===== config.mk =====
export PLATFORM = sky130hd
export DESIGN_NAME = projectile_motion
export DESIGN_NICKNAME = d
export VERILOG_FILES = /design/src/rtl/projectile_motion.sv
export SDC_FILE = /design/constraint.sdc
export NUM_CORES = 1
export LEC_CHECK = 0
export CAP_MARGIN = 20
export CORE_MARGIN = 3
export CORE_UTILIZATION = 30
export DETAILED_ROUTE_END_ITERATION = 8
export SLEW_MARGIN = 20
export SYNTH_ARGS = -nofsm -noshare
export SYNTH_HDL_FRONTEND = slang
export SYNTH_SLANG_ARGS = --single-unit

===== constraint.sdc =====
create_clock -name clk -period 4.55 [get_ports clk]
set_clock_uncertainty 0.1 [all_clocks]
set_input_delay 1.1375 -clock clk [delete_from_list [all_inputs] [get_ports clk]]
set_output_delay 1.1375 -clock clk [all_outputs]
set_load 0.02 [all_outputs]

===== src/rtl/projectile_motion.sv =====
// projectile_motion: fixed-point projectile kinematics engine.
// Latches a launch velocity, integrates position once per FrameTick under constant
// gravity, and ends each flight with a single-cycle Hit or Miss pulse.
module projectile_motion #(
    parameter int FRAC     = 4,    // fractional bits of position/velocity
    parameter int VSCALE   = 3,    // launch velocity = v << VSCALE sub-px/frame
    parameter int GRAVITY  = 4,    // sub-px/frame^2 added to Y velocity per tick
    parameter int START_X  = 200,  // launch point, pixels
    parameter int START_Y  = 460,
    parameter int X_MIN    = 160,  // play-field limits, pixels
    parameter int X_MAX    = 775,
    parameter int Y_MIN    = 50,
    parameter int Y_MAX    = 475,
    parameter int TGT_X_LO = 650,  // target zone, pixels, inclusive
    parameter int TGT_X_HI = 675,
    parameter int TGT_Y_LO = 470,
    parameter int TGT_Y_HI = 475
) (
    input  logic       clk,
    input  logic       Reset,
    input  logic       Launch,
    input  logic       FrameTick,
    input  logic [3:0] vX,
    input  logic [3:0] vY,
    output logic [9:0] projectileCenterX,
    output logic [9:0] projectileCenterY,
    output logic       Busy,
    output logic       Hit,
    output logic       Miss
);

    typedef enum logic [1:0] {
        IDLE,
        FLIGHT,
        LANDED
    } state_t;

    // Start point and limits in the same signed 16-bit domain as the position.
    localparam logic signed [15:0] POS_X_START = 16'(START_X << FRAC);
    localparam logic signed [15:0] POS_Y_START = 16'(START_Y << FRAC);
    localparam logic signed [15:0] LIM_X_MIN   = 16'(X_MIN);
    localparam logic signed [15:0] LIM_X_MAX   = 16'(X_MAX);
    localparam logic signed [15:0] LIM_Y_MIN   = 16'(Y_MIN);
    localparam logic signed [15:0] LIM_Y_MAX   = 16'(Y_MAX);
    localparam logic signed [15:0] TGT_XL      = 16'(TGT_X_LO);
    localparam logic signed [15:0] TGT_XH      = 16'(TGT_X_HI);
    localparam logic signed [15:0] TGT_YL      = 16'(TGT_Y_LO);
    localparam logic signed [15:0] TGT_YH      = 16'(TGT_Y_HI);

    // Y velocity saturates at +2047 so a long fall can never wrap to an upward speed.
    localparam logic signed [11:0] VEL_Y_MAX = 12'sd2047;
    localparam logic signed [11:0] VEL_Y_SAT = 12'(2047 - GRAVITY);
    localparam logic signed [11:0] GRAV_INC  = 12'(GRAVITY);

    localparam logic [9:0] CENTER_X_START = 10'(START_X);
    localparam logic [9:0] CENTER_Y_START = 10'(START_Y);

    state_t             state_q, state_d;
    logic signed [15:0] pos_x_q, pos_x_d;
    logic signed [15:0] pos_y_q, pos_y_d;
    logic        [7:0]  vel_x_q, vel_x_d;
    logic signed [11:0] vel_y_q, vel_y_d;
    logic               busy_q, busy_d;
    logic               hit_q, hit_d;
    logic               miss_q, miss_d;
    logic        [9:0]  center_x_q, center_x_d;
    logic        [9:0]  center_y_q, center_y_d;

    // Integer pixel position: arithmetic shift keeps negative Y negative.
    logic signed [15:0] int_x_q, int_y_q;
    logic signed [15:0] int_x_d, int_y_d;
    logic               in_target, out_field;

    assign int_x_q = pos_x_q >>> FRAC;
    assign int_y_q = pos_y_q >>> FRAC;
    assign int_x_d = pos_x_d >>> FRAC;
    assign int_y_d = pos_y_d >>> FRAC;

    // Termination tests on the registered position; the target test wins at Y = 475.
    assign in_target = (int_x_q >= TGT_XL) && (int_x_q <= TGT_XH) &&
                       (int_y_q >= TGT_YL) && (int_y_q <= TGT_YH);
    assign out_field = (int_x_q >= LIM_X_MAX) || (int_x_q <= LIM_X_MIN) ||
                       (int_y_q >= LIM_Y_MAX) || (int_y_q <= LIM_Y_MIN);

    // Next-state logic: launch capture, per-frame integration and flight termination.
    always_comb begin
        // NOTE: every signal gets a default before the case so no path leaves it
        // unassigned, which would otherwise infer a latch.
        state_d = state_q;
        pos_x_d = pos_x_q;
        pos_y_d = pos_y_q;
        vel_x_d = vel_x_q;
        vel_y_d = vel_y_q;
        hit_d   = 1'b0;
        miss_d  = 1'b0;

        unique case (state_q)
            IDLE: begin
                // A FrameTick arriving with Launch is dropped: the flight starts at rest.
                if (Launch) begin
                    state_d = FLIGHT;
                    pos_x_d = POS_X_START;
                    pos_y_d = POS_Y_START;
                    vel_x_d = 8'(vX) << VSCALE;
                    vel_y_d = -(12'(vY) << VSCALE);
                end
            end
            FLIGHT: begin
                // Once the current position terminates the flight it is frozen as final.
                if (in_target) begin
                    state_d = LANDED;
                    hit_d   = 1'b1;
                end else if (out_field) begin
                    state_d = LANDED;
                    miss_d  = 1'b1;
                end else if (FrameTick) begin
                    // Position advances with the old Y velocity; gravity applies afterwards.
                    pos_x_d = pos_x_q + {8'b0, vel_x_q};
                    pos_y_d = pos_y_q + {{4{vel_y_q[11]}}, vel_y_q};
                    vel_y_d = (vel_y_q > VEL_Y_SAT) ? VEL_Y_MAX : vel_y_q + GRAV_INC;
                end
            end
            LANDED: begin
                state_d = IDLE;
            end
            default: begin
                state_d = IDLE;
            end
        endcase

        busy_d     = (state_d == FLIGHT);
        center_x_d = (int_x_d < 0) ? 10'd0 : int_x_d[9:0];
        center_y_d = (int_y_d < 0) ? 10'd0 : int_y_d[9:0];
    end

    // State and output registers with synchronous reset; reset aborts any flight silently.
    always_ff @(posedge clk) begin
        // NOTE: sequential state uses non-blocking assignments so every flop samples
        // the pre-edge values regardless of statement order.
        if (Reset) begin
            state_q    <= IDLE;
            pos_x_q    <= POS_X_START;
            pos_y_q    <= POS_Y_START;
            vel_x_q    <= '0;
            vel_y_q    <= '0;
            busy_q     <= 1'b0;
            hit_q      <= 1'b0;
            miss_q     <= 1'b0;
            center_x_q <= CENTER_X_START;
            center_y_q <= CENTER_Y_START;
        end else begin
            state_q    <= state_d;
            pos_x_q    <= pos_x_d;
            pos_y_q    <= pos_y_d;
            vel_x_q    <= vel_x_d;
            vel_y_q    <= vel_y_d;
            busy_q     <= busy_d;
            hit_q      <= hit_d;
            miss_q     <= miss_d;
            center_x_q <= center_x_d;
            center_y_q <= center_y_d;
        end
    end

    assign projectileCenterX = center_x_q;
    assign projectileCenterY = center_y_q;
    assign Busy              = busy_q;
    assign Hit               = hit_q;
    assign Miss              = miss_q;

endmodule


==> flow_metrics.py, run 1 <==
metrics = {
    "global_routing": {
        "grt_pass1_vias": 3377,
        "grt.overflow.total": 0,
        "grt_pass1_wl_microns": 16770,
        "grt_start_max_net_pins": 21,
        "grt_util_all_layers": 0.1470,
        "antenna_found_initial": 0,
    },
    "final_layout": {
        "finish.instance_area_sq_um": 4703,
        "fill_cells": 1284,
        "multi_input_logic_area_sq_um": 2355,
        "antenna_cells_inserted": 0,
        "layoutNonFillerInstCount": 655,
        "ff_latch_area_sq_um": 1381,
        "area_delta_synth_final_pct": 21.18,
        "share_of_final_layout_standard_cells_stronger_than_drive_strength_1": 0.09035,
        "nets": 519,
    },
    "floorplanning": {
        "rows": 40,
        "die_width_microns": 119.7,
        "ioPinCount": 35,
        "start_util": 0.3152,
        "placeable_area_sq_um": 12310,
        "dieArea_sq_um": 14340,
        "fp.dieH_microns": 119.7,
    },
    "clock_tree": {
        "tritoncts": "yes",
        "cts_max_level": 3,
        "post_cts_hold_buffer_count": 0,
        "post-cts-setup-buffer-count": 0,
        "clock_latency_ps": 340,
        "postCtsResizedCells": 0,
        "reg_clk_slew_reported_paths_ps": 50,
        "cts.path.max_buffers": 2,
        "root_buffer": "sky130_fd_sc_hd__clkbuf_16",
        "clock_sink_count": 69,
        "number_of_buffers_added_by_the_clock_tree_synthesis_step": 9,
    },
    "worst_setup_path": {
        "worst_r2r_startpoint": "pos_x_q[8]",
        "path_cells": "clkdlybuf4s50_1, nor2b_1, nor2b_1, buf_4, nor2_1, nor3_1, a2111oi_2",
        "worst_setup_path_start_kind": "primary input",
        "cp_max_fo": 13,
        "critPathKind": "in -> reg",
        "rr_worst_depth": 7,
        "crit_top_cell": "sky130_fd_sc_hd__nor2b_1",
        "timing.critical_path.to": "vel_y_q[6]",
        "critPathRequiredTime_ps": 4690,
        "cp.arrival_ps": 3380,
        "critical_path.startpoint": "Launch",
        "reg2reg_to": "vel_y_q[6]",
        "timing.critical_path.slowest_cell_delay_ps": 780,
        "cp-end-kind": "flop",
        "reg2reg_setup_slack_ps": 1420,
        "timing.critical_path.slowest_stage_cell": "sky130_fd_sc_hd__nor2_1",
    },
    "power": {
        "seq_power_share": 0.369,
        "internal_power_uw": 1313,
        "max-vdd-ir-drop_mv": 0.1868,
        "logic_gate_share_of_total_power": 0.215,
        "clock_power_share": 0.417,
        "power_density_nw_per_um2": 393.8,
        "power.leakage_uw": 0.001851,
        "p_sw_uw": 539.6,
        "swShare": 0.2913,
    },
    "synthesis": {
        "synth.yosys.seq_area_share": 0.3559,
        "post_synth_top_flop": "sky130_fd_sc_hd__dfxtp_1",
        "synth_edf_count": 0,
        "yosys-top-cells-count": "sky130_fd_sc_hd__dfxtp_1, sky130_fd_sc_hd__nand2_1, sky130_fd_sc_hd__nor2_1, sky130_fd_sc_hd__a21oi_1, sky130_fd_sc_hd__ha_1",
        "synth.yosys.warnings": 0,
        "synth.area.top_cells": "sky130_fd_sc_hd__dfxtp_1, sky130_fd_sc_hd__ha_1, sky130_fd_sc_hd__a21oi_1, sky130_fd_sc_hd__nand2_1, sky130_fd_sc_hd__nor2_1",
        "most_repeated_cell_in_the_gate_level_netlist_after_synthesis": "sky130_fd_sc_hd__dfxtp_1",
        "synth_cell_type_count": 73,
        "synth_area_leader_cell": "sky130_fd_sc_hd__dfxtp_1",
        "synth_fp_nets": 487,
        "synth.top_cell.area_share": 0.3559,
        "syn_area_sq_um": 3881,
        "yosys_register_bits": 69,
        "asyncSetResetFlopFracSynth": 0,
        "synthCells": 450,
        "post_synth.cell_area_avg_sq_um": 8.625,
    },
    "min_path": {
        "hold_start": "vel_x_q[5]",
        "holdPathStages": 2,
        "worst_min_delay_path_class": "reg -> reg",
    },
    "outcome": {
        "outcome": "finished clean",
    },
    "drt": {
        "via_per_inst": 5.279,
        "total_length_of_routed_wires_microns": 10220,
        "drt_iter0_drc": 239,
        "drt_pre_antenna_iters": 4,
        "detailroute.via_count": 3458,
        "route.antenna.remaining_nets": 0,
        "drc": 0,
        "route.detailed.wl_per_inst_microns": 15.61,
    },
    "placed_design": {
        "post_dp_cell_area_sq_um": 4377,
        "number_of_buffers_inserted_by_port_buffering": 34,
        "hpwlAfterDp_microns": 7564,
        "dpl.cell_count": 639,
        "routabilityCongestion": 0.8655,
    },
    "timing": {
        "timing.final.crit_share": 0.7125,
        "period_minus_slack_ps": 3242,
        "totalNegativeSetupSlack_ps": 0,
        "worstMarginPinSlew_ps": 995.8,
        "final-max-slew-violation-count": 0,
        "achievable-frequency_mhz": 308.5,
        "timing.slew.headroom": 0.3337,
        "grt_setup_unrepaired": "no",
        "setup_failing_eps_final": 0,
        "hold_violations": 0,
    },
    "run": {
        "cap_viol_max_count": 0,
    },
}
-- critical path, delay by kind of cell --
| kind | cells | cell delay, ps |
|---|---|---|
| buffers and inverters | 2 | 590 |
| AND/OR/NAND/NOR | 4 | 1260 |
| AO/OA/AOI/OAI | 1 | 380 |
-- logic make-up after synthesis --
logic type      synth area share
compound gates            0.2237
xor+xnor                 0.03610
fa+ha+maj                0.08446
buf+inv                  0.03739
flops                     0.3559
mux                     0.008059
simple gates              0.2544
-- area by class of cell --
type	instances	area share
multi-input combinational	350	0.5007
sequential	69	0.2937
timing repair buffer	40	0.08194
clock buffer	12	0.05454
tap	168	0.04469
clock inverter	4	0.01490
inverter	12	0.009577
-- power by group through the flow --
| stage | clock network, uW | registers, uW | logic (uW) |
|---|---|---|---|
| CTS | 793 | 682 | 398 |
| floorplan | 0 | 690 | 293 |
| finish | 772 | 683 | 398 |
| global route | 819 | 686 | 440 |
| global placement | 0 | 694 | 390 |
| detailed placement | 0 | 695 | 396 |
-- layer usage --
layer | global-route usage | up-vias | routed length (microns)
met5 | 0 | - | 0
met4 | 0.06084 | 0 | 240
met3 | 0.04430 | 21 | 525
met2 | 0.2451 | 89 | 4877
met1 | 0.1762 | 1641 | 4580
li1 | - | 1707 | -
-- per-stage QoR --
stage / hold slack, ps / total power, uW / util / worst slack (ps)
after floorplan: 340.0 / 983.0 / - / 1718
after global placement: 357.6 / 1085 / 0.3555 / 1059
after detailed placement: 360.3 / 1091 / 0.3555 / 952.8
after CTS: 372.4 / 1874 / 0.3820 / 1305
after global routing: 399.3 / 1945 / 0.3820 / 1157
final: 373.4 / 1852 / 0.3820 / 1308
-- flip-flops by register name (all words and copies together), names as in the netlist --
register	cells
pos_y_q	16
pos_x_q	13
vel_y_q	11
projectileCenterX	10
projectileCenterY	10
vel_x_q	4
state_q	2
Busy	1
Hit	1
Miss	1
-- worst min-delay path by stage --
stage,to,slack [ps]
3_5_place_dp,vel_x_q[5],360
6_report,vel_x_q[5],370
4_1_cts,vel_x_q[5],370
2_1_floorplan,vel_x_q[3],340
5_1_grt,vel_x_q[5],400
3_3_place_gp,vel_x_q[5],360
-- placed cells by master, fill, tap and decap left out, types with 3 or more instances in the layout --
cell / count
sky130_fd_sc_hd__nor4b_1: 3
sky130_fd_sc_hd__a211oi_1: 7
sky130_fd_sc_hd__a22o_1: 8
sky130_fd_sc_hd__and2_1: 5
sky130_fd_sc_hd__xnor2_1: 10
sky130_fd_sc_hd__nor2b_1: 10
sky130_fd_sc_hd__clkbuf_16: 9
sky130_fd_sc_hd__and3_1: 3
sky130_fd_sc_hd__nand3_1: 12
sky130_fd_sc_hd__nor2_1: 42
sky130_fd_sc_hd__nand2_1: 45
sky130_fd_sc_hd__a21o_1: 10
sky130_fd_sc_hd__xor2_1: 6
sky130_fd_sc_hd__clkdlybuf4s50_1: 34
sky130_fd_sc_hd__o21ai_1: 3
sky130_fd_sc_hd__ha_1: 23
sky130_fd_sc_hd__nand3b_1: 4
sky130_fd_sc_hd__or3_1: 3
sky130_fd_sc_hd__nand2b_1: 9
sky130_fd_sc_hd__a22oi_1: 5
sky130_fd_sc_hd__inv_1: 12
sky130_fd_sc_hd__a31oi_1: 7
sky130_fd_sc_hd__dfxtp_1: 69
sky130_fd_sc_hd__nor4_1: 4
sky130_fd_sc_hd__buf_4: 6
sky130_fd_sc_hd__o21a_1: 3
sky130_fd_sc_hd__a21oi_1: 34
sky130_fd_sc_hd__and4_1: 3
sky130_fd_sc_hd__o21ai_0: 19
sky130_fd_sc_hd__nor3_1: 16
No activity file was read; power rests on OpenSTA's default activity.
==> run 2: changes to the inputs <==
clock period = 3.4 ns   (was 4.55 ns; I/O delays follow)
==> run 2 against run 1 <==
First-iteration DRC count increased by 21%. Final cell count increased by 0.46%. Clock power increased by 26%. Largest cell class unchanged. Critical endpoint is now projectileCenterX[5]. Register-to-register slack got worse by 1100 ps. Global-route usage increased by 0.42 points. Sequential share of layout area decreased by 0.062 points. Combinational power increased by 34%. Sequential cell count unchanged. Count of clock-buffer cells in the layout unchanged. Non-clock buffer count increased by 3. Via count decreased by 1.3%.
==> flow_metrics.py, run 2 (synthesis results as in run 1) <==
metrics = {
    "final_layout": {
        "antenna_cells_inserted": 0,
        "layout_common_cells": "sky130_fd_sc_hd__dfxtp_1, sky130_fd_sc_hd__nand2_1, sky130_fd_sc_hd__nor2_1, sky130_fd_sc_hd__a21oi_1, sky130_fd_sc_hd__clkdlybuf4s50_1",
        "largest_reg_flops": 16,
        "top_register": "pos_y_q",
        "nets": 522,
        "layoutNonFillerInstCount": 658,
        "finalCoreUtilization": 0.3828,
        "top_regs": "pos_y_q: 16 flops, pos_x_q: 13 flops, vel_y_q: 11 flops",
        "finish.instance_area_sq_um": 4713,
        "share_of_final_layout_standard_cells_stronger_than_drive_strength_1": 0.1000,
        "fill_cells": 1277,
        "mostFrequentLayoutCell": "sky130_fd_sc_hd__dfxtp_1",
        "area_delta_synth_final_pct": 21.44,
    },
    "floorplanning": {
        "ioPinCount": 35,
        "placeable_area_sq_um": 12310,
        "fp.dieH_microns": 119.7,
        "start_util": 0.3152,
        "rows": 40,
        "die_width_microns": 119.7,
        "dieArea_sq_um": 14340,
    },
    "worst_setup_path": {
        "critPathRequiredTime_ps": 3520,
        "critPathBufInv": 0,
        "cp_max_fo": 8,
        "path_cells": "or4_4, nor3_4, or4b_4, or4_4, o31ai_1, o21a_1, nor2_2",
        "cp-end-kind": "flop",
        "worst_setup_path_start_kind": "flop",
        "rr_worst_depth": 7,
        "reg2reg_to": "projectileCenterX[5]",
        "timing.critical_path.slowest_stage_cell": "sky130_fd_sc_hd__or4_4",
        "critPathKind": "reg -> reg",
        "cp.arrival_ps": 3220,
        "timing.critical_path.slowest_cell_delay_ps": 650,
        "cpLargestDelayFamily": "simple AND/OR/NAND/NOR gates",
        "crit_top_cell": "sky130_fd_sc_hd__or4_4",
        "worst_r2r_startpoint": "pos_x_q[15]",
        "reg2reg_setup_slack_ps": 300,
    },
    "placed_design": {
        "post_dp_cell_area_sq_um": 4399,
        "hpwlAfterDp_microns": 7810,
        "dpl.cell_count": 642,
        "number_of_buffers_inserted_by_port_buffering": 34,
        "routabilityCongestion": 0.8702,
    },
    "power": {
        "max-vdd-ir-drop_mv": 0.2432,
        "fin_total_pwr_uw": 2424,
        "power.leakage_uw": 0.001863,
        "power_density_nw_per_um2": 514.3,
    },
    "global_routing": {
        "grt_util_all_layers": 0.1512,
        "grt.overflow.total": 0,
        "met2_usage": 0.2355,
        "antenna_found_initial": 0,
        "grt_pass1_vias": 3299,
        "grt_pass1_wl_microns": 17260,
        "gr-max-usage-layer": "met2",
        "grt_start_max_net_pins": 20,
        "use_met3": 0.04194,
        "globalRouteMet1Util": 0.1983,
    },
    "timing": {
        "totalNegativeSetupSlack_ps": 0,
        "worstMarginPinSlew_ps": 922.2,
        "hold_violations": 0,
        "final-max-slew-violation-count": 0,
        "timing.slew.headroom": 0.3805,
        "setup_failing_eps_final": 0,
        "timing.final.crit_share": 0.9130,
        "achievable-frequency_mhz": 322.1,
        "period_minus_slack_ps": 3104,
        "grt_setup_unrepaired": "no",
    },
    "min_path": {
        "min_delay_worst_endpoint": "vel_x_q[6]",
        "worst_min_delay_path_class": "reg -> reg",
        "holdPathStages": 2,
        "hold_start": "vel_x_q[6]",
    },
    "drt": {
        "drt_pre_antenna_iters": 4,
        "route.antenna.remaining_nets": 0,
        "detailroute.via_count": 3412,
        "route.detailed.wl_per_inst_microns": 15.84,
        "drt_iter0_drc": 290,
        "drc": 0,
        "total_length_of_routed_wires_microns": 10420,
        "via_per_inst": 5.185,
    },
    "run": {
        "cap_viol_max_count": 0,
    },
    "clock_tree": {
        "clock_sink_count": 69,
        "tritoncts": "yes",
        "post_cts_hold_buffer_count": 0,
        "number_of_buffers_added_by_the_clock_tree_synthesis_step": 9,
        "reg_clk_slew_reported_paths_ps": 50,
        "clock_latency_ps": 340,
        "cts.path.max_buffers": 2,
        "root_buffer": "sky130_fd_sc_hd__clkbuf_16",
        "cts_max_level": 3,
    },
    "outcome": {
        "outcome": "finished clean",
    },
}
run 2: cell count changes in the layout (fill, tap and decap cells not counted), sizes merged:
| cell | previous run | this run |
|---|---|---|
| buf | 6 | 9 |
| bufinv | 2 | 1 |
| clkinv | 2 | 3 |
run 2: final cells by class:
class	instances	area, sq um	share of cell area
Sequential cell	69	1381	0.2931
Clock buffer	12	266.5	0.05654
Multi-Input combinational cell	350	2357	0.5001
Clock inverter	4	45.04	0.009557
Inverter	12	45.04	0.009557
Tap cell	168	210.2	0.04460
Timing Repair Buffer	43	407.9	0.08654
run 2: through the flow:
stage	hold WS, ps	worst slack (ps)
2_1_floorplan	340.0	567.9
3_3_place_gp	362.1	291.8
3_5_place_dp	372.1	220.4
4_1_cts	383.1	264.8
5_1_grt	414.9	189.8
6_report	384.0	295.8
run 2: per-layer routing:
metal  vias up  wire length (microns)
li1       1721                      -
met1      1583                   4743
met2        89                   4916
met3        19                    543
met4         0                    216
met5         -                      0
run 2: repair_timing:
action	in CTS	in global routing
hold endpoints to repair	0	0
buffers inserted	0	0
setup endpoints to repair	0	1
gates resized for setup	0	1
run 2: power by group:
part           total [uW]  switching, uW  internal [uW]
Sequential            916           61.6            855
Clock                 974            350            624
Combinational         534            308            225
run 2: worst max path at each step:
| stage | startpoint | end | slack (ps) | cells after the start |
|---|---|---|---|---|
| floorplan | pos_x_q[15] | projectileCenterX[5] | 570 | 8 |
| global placement | Launch | vel_y_q[6] | 290 | 6 |
| detailed placement | Launch | vel_y_q[6] | 220 | 6 |
| CTS | pos_x_q[7] | vel_y_q[6] | 260 | 7 |
| global route | pos_x_q[15] | vel_y_q[6] | 190 | 7 |
| finish | pos_x_q[15] | projectileCenterX[5] | 300 | 7 |
run 2: tightest hold or removal path, delay by kind of cell, from the launching register on:
kind	cells	cell delay [ps]
DFF	1	320
and+or+nand+nor	1	60
AOI/OAI and AO/OA	1	60
==> run 3: changes to the inputs <==
CORE_ASPECT_RATIO = 0.7   (was not set)
==> run 3 against run 2 <==
Setup slack got worse by 140 ps. Sequential share of layout area down 0.24 points. First-iteration DRC count rose by 13%. Global-route usage grew 0.51 points. Register-to-register slack lost 140 ps. Largest power group unchanged. Routed wire length rose by 5.0%. Final cell count decreased by 0.76%. Design area grew 0.82%. Via count rose by 4.5%. Fmax fell by 4.3%. Sequential cell count unchanged.
==> flow_metrics.py, run 3 (synthesis results as in run 1) <==
metrics = {
    "outcome": {
        "outcome": "finished clean",
    },
    "drt": {
        "wl_met3_microns": 786,
        "route.antenna.remaining_nets": 0,
        "routed.top_layer": "met4",
        "route.detailed.wl_per_inst_microns": 16.76,
        "detailroute.wirelength.met2_microns": 4209,
        "drc": 0,
        "detailroute.via_count": 3566,
        "met1Wirelength_microns": 5851,
        "drt_iter0_drc": 329,
        "total_length_of_routed_wires_microns": 10950,
        "drt_pre_antenna_iters": 5,
        "via_per_inst": 5.461,
    },
    "placed_design": {
        "routabilityCongestion": 0.9018,
        "number_of_buffers_inserted_by_port_buffering": 34,
        "post_dp_cell_area_sq_um": 4412,
        "hpwlAfterDp_microns": 8183,
    },
    "power": {
        "power.leakage_uw": 0.001877,
        "power_density_nw_per_um2": 534.6,
        "fin_total_pwr_uw": 2540,
        "max-vdd-ir-drop_mv": 0.2519,
    },
    "floorplanning": {
        "dieArea_sq_um": 14360,
        "start_util": 0.3093,
        "placeable_area_sq_um": 12550,
        "ioPinCount": 35,
        "rows": 34,
        "die_width_microns": 142.0,
        "fp.dieH_microns": 101.2,
    },
    "clock_tree": {
        "number_of_buffers_added_by_the_clock_tree_synthesis_step": 9,
        "post_cts_hold_buffer_count": 0,
        "clock_sink_count": 69,
        "postCtsResizedCells": 0,
        "reg_clk_slew_reported_paths_ps": 60,
        "cts_max_level": 3,
        "post-cts-setup-buffer-count": 0,
        "root_buffer": "sky130_fd_sc_hd__clkbuf_16",
        "clock_latency_ps": 330,
        "tritoncts": "yes",
        "cts.path.max_buffers": 2,
    },
    "worst_setup_path": {
        "cp-end-kind": "flop",
        "path_cells": "or4b_2, o211ai_1, a41o_1, nor4_2, nor2_1, nor3_1, a2111oi_2",
        "worst_r2r_startpoint": "pos_x_q[9]",
        "critical_path.startpoint": "pos_x_q[9]",
        "timing.critical_path.slowest_stage_cell": "sky130_fd_sc_hd__nor2_1",
        "critPathRequiredTime_ps": 3530,
        "worst_setup_path_start_kind": "flop",
        "timing.critical_path.slowest_cell_delay_ps": 810,
        "cpLargestDelayFamily": "simple AND/OR/NAND/NOR gates",
        "reg2reg_to": "vel_y_q[6]",
        "cp_max_fo": 13,
        "critPathBufInv": 0,
        "cp.arrival_ps": 3370,
        "reg2reg_setup_slack_ps": 160,
        "rr_worst_depth": 7,
        "critPathKind": "reg -> reg",
    },
    "timing": {
        "grt_setup_unrepaired": "no",
        "worstMarginPinSlew_ps": 1052,
        "timing.final.crit_share": 0.9540,
        "setup_failing_eps_final": 0,
        "totalNegativeSetupSlack_ps": 0,
        "period_minus_slack_ps": 3244,
        "timing.slew.headroom": 0.2961,
        "timing.hold.ws_ps": 359.9,
        "hold_violations": 0,
        "final-max-slew-violation-count": 0,
        "achievable-frequency_mhz": 308.3,
    },
    "run": {
        "cap_viol_max_count": 0,
    },
    "global_routing": {
        "antenna_found_initial": 0,
        "grt_util_all_layers": 0.1563,
        "grt_pass1_wl_microns": 17590,
        "grt_pass1_vias": 3335,
        "grt_start_max_net_pins": 28,
        "grt.overflow.total": 0,
    },
    "final_layout": {
        "top_regs": "pos_y_q: 16 flops, pos_x_q: 13 flops, vel_y_q: 11 flops",
        "nets": 523,
        "area_delta_synth_final_pct": 22.44,
        "fill_cells": 1220,
        "mostFrequentLayoutCell": "sky130_fd_sc_hd__dfxtp_1",
        "finalCoreUtilization": 0.3787,
        "multi_input_logic_area_sq_um": 2355,
        "share_of_final_layout_standard_cells_stronger_than_drive_strength_1": 0.09776,
        "top_register": "pos_y_q",
        "finish.instance_area_sq_um": 4752,
        "ff_latch_area_sq_um": 1381,
        "antenna_cells_inserted": 0,
        "largest_reg_flops": 16,
        "layout_common_cells": "sky130_fd_sc_hd__dfxtp_1, sky130_fd_sc_hd__nand2_1, sky130_fd_sc_hd__nor2_1, sky130_fd_sc_hd__a21oi_1, sky130_fd_sc_hd__clkdlybuf4s50_1",
    },
    "min_path": {
        "holdPathStages": 2,
        "worst_min_delay_path_class": "reg -> reg",
        "min_delay_worst_endpoint": "vel_x_q[3]",
        "hold_start": "vel_x_q[3]",
    },
}
run 3: worst max path at each step:
stage	slack [ps]	cells past startpoint	endpoint
3_5_place_dp	200	7	vel_y_q[6]
6_report	160	7	vel_y_q[6]
3_3_place_gp	290	7	vel_y_q[6]
5_1_grt	80	7	vel_y_q[6]
2_1_floorplan	570	8	projectileCenterX[5]
4_1_cts	230	7	vel_y_q[6]
run 3: worst register-to-register path: stages (launching register included):
cell	delay [ps]
sky130_fd_sc_hd__dfxtp_1	420
sky130_fd_sc_hd__or4b_2	620
sky130_fd_sc_hd__o211ai_1	170
sky130_fd_sc_hd__a41o_1	340
sky130_fd_sc_hd__nor4_2	70
sky130_fd_sc_hd__nor2_1	810
sky130_fd_sc_hd__nor3_1	200
sky130_fd_sc_hd__a2111oi_2	410
run 3: per-layer routing:
layer,GRT usage,up-vias
met3,0.04719,14
met2,0.2130,130
met4,0.03466,0
li1,-,1720
met1,0.2394,1702
met5,0,-
run 3: layout make-up:
type,count,share of cell area
clock buffer,10,0.04818
timing repair buffer,44,0.09005
multi-input combinational,350,0.4955
inverter,12,0.009479
sequential,69,0.2907
tap,162,0.04265
clock inverter,6,0.02343
run 3: power breakdown:
group,switching [uW],internal [uW]
Clock,359,716
Combinational,325,230
Sequential,55.7,855
Total,740,1800
run 3: per-stage QoR:
| stage | cells | setup WS, ps |
|---|---|---|
| 4_1_cts | 653 | 230.0 |
| 2_1_floorplan | 450 | 567.9 |
| 3_3_place_gp | 637 | 288.5 |
| 3_5_place_dp | 637 | 196.2 |
| 6_report | 653 | 156.4 |
| 5_1_grt | 653 | 79.80 |
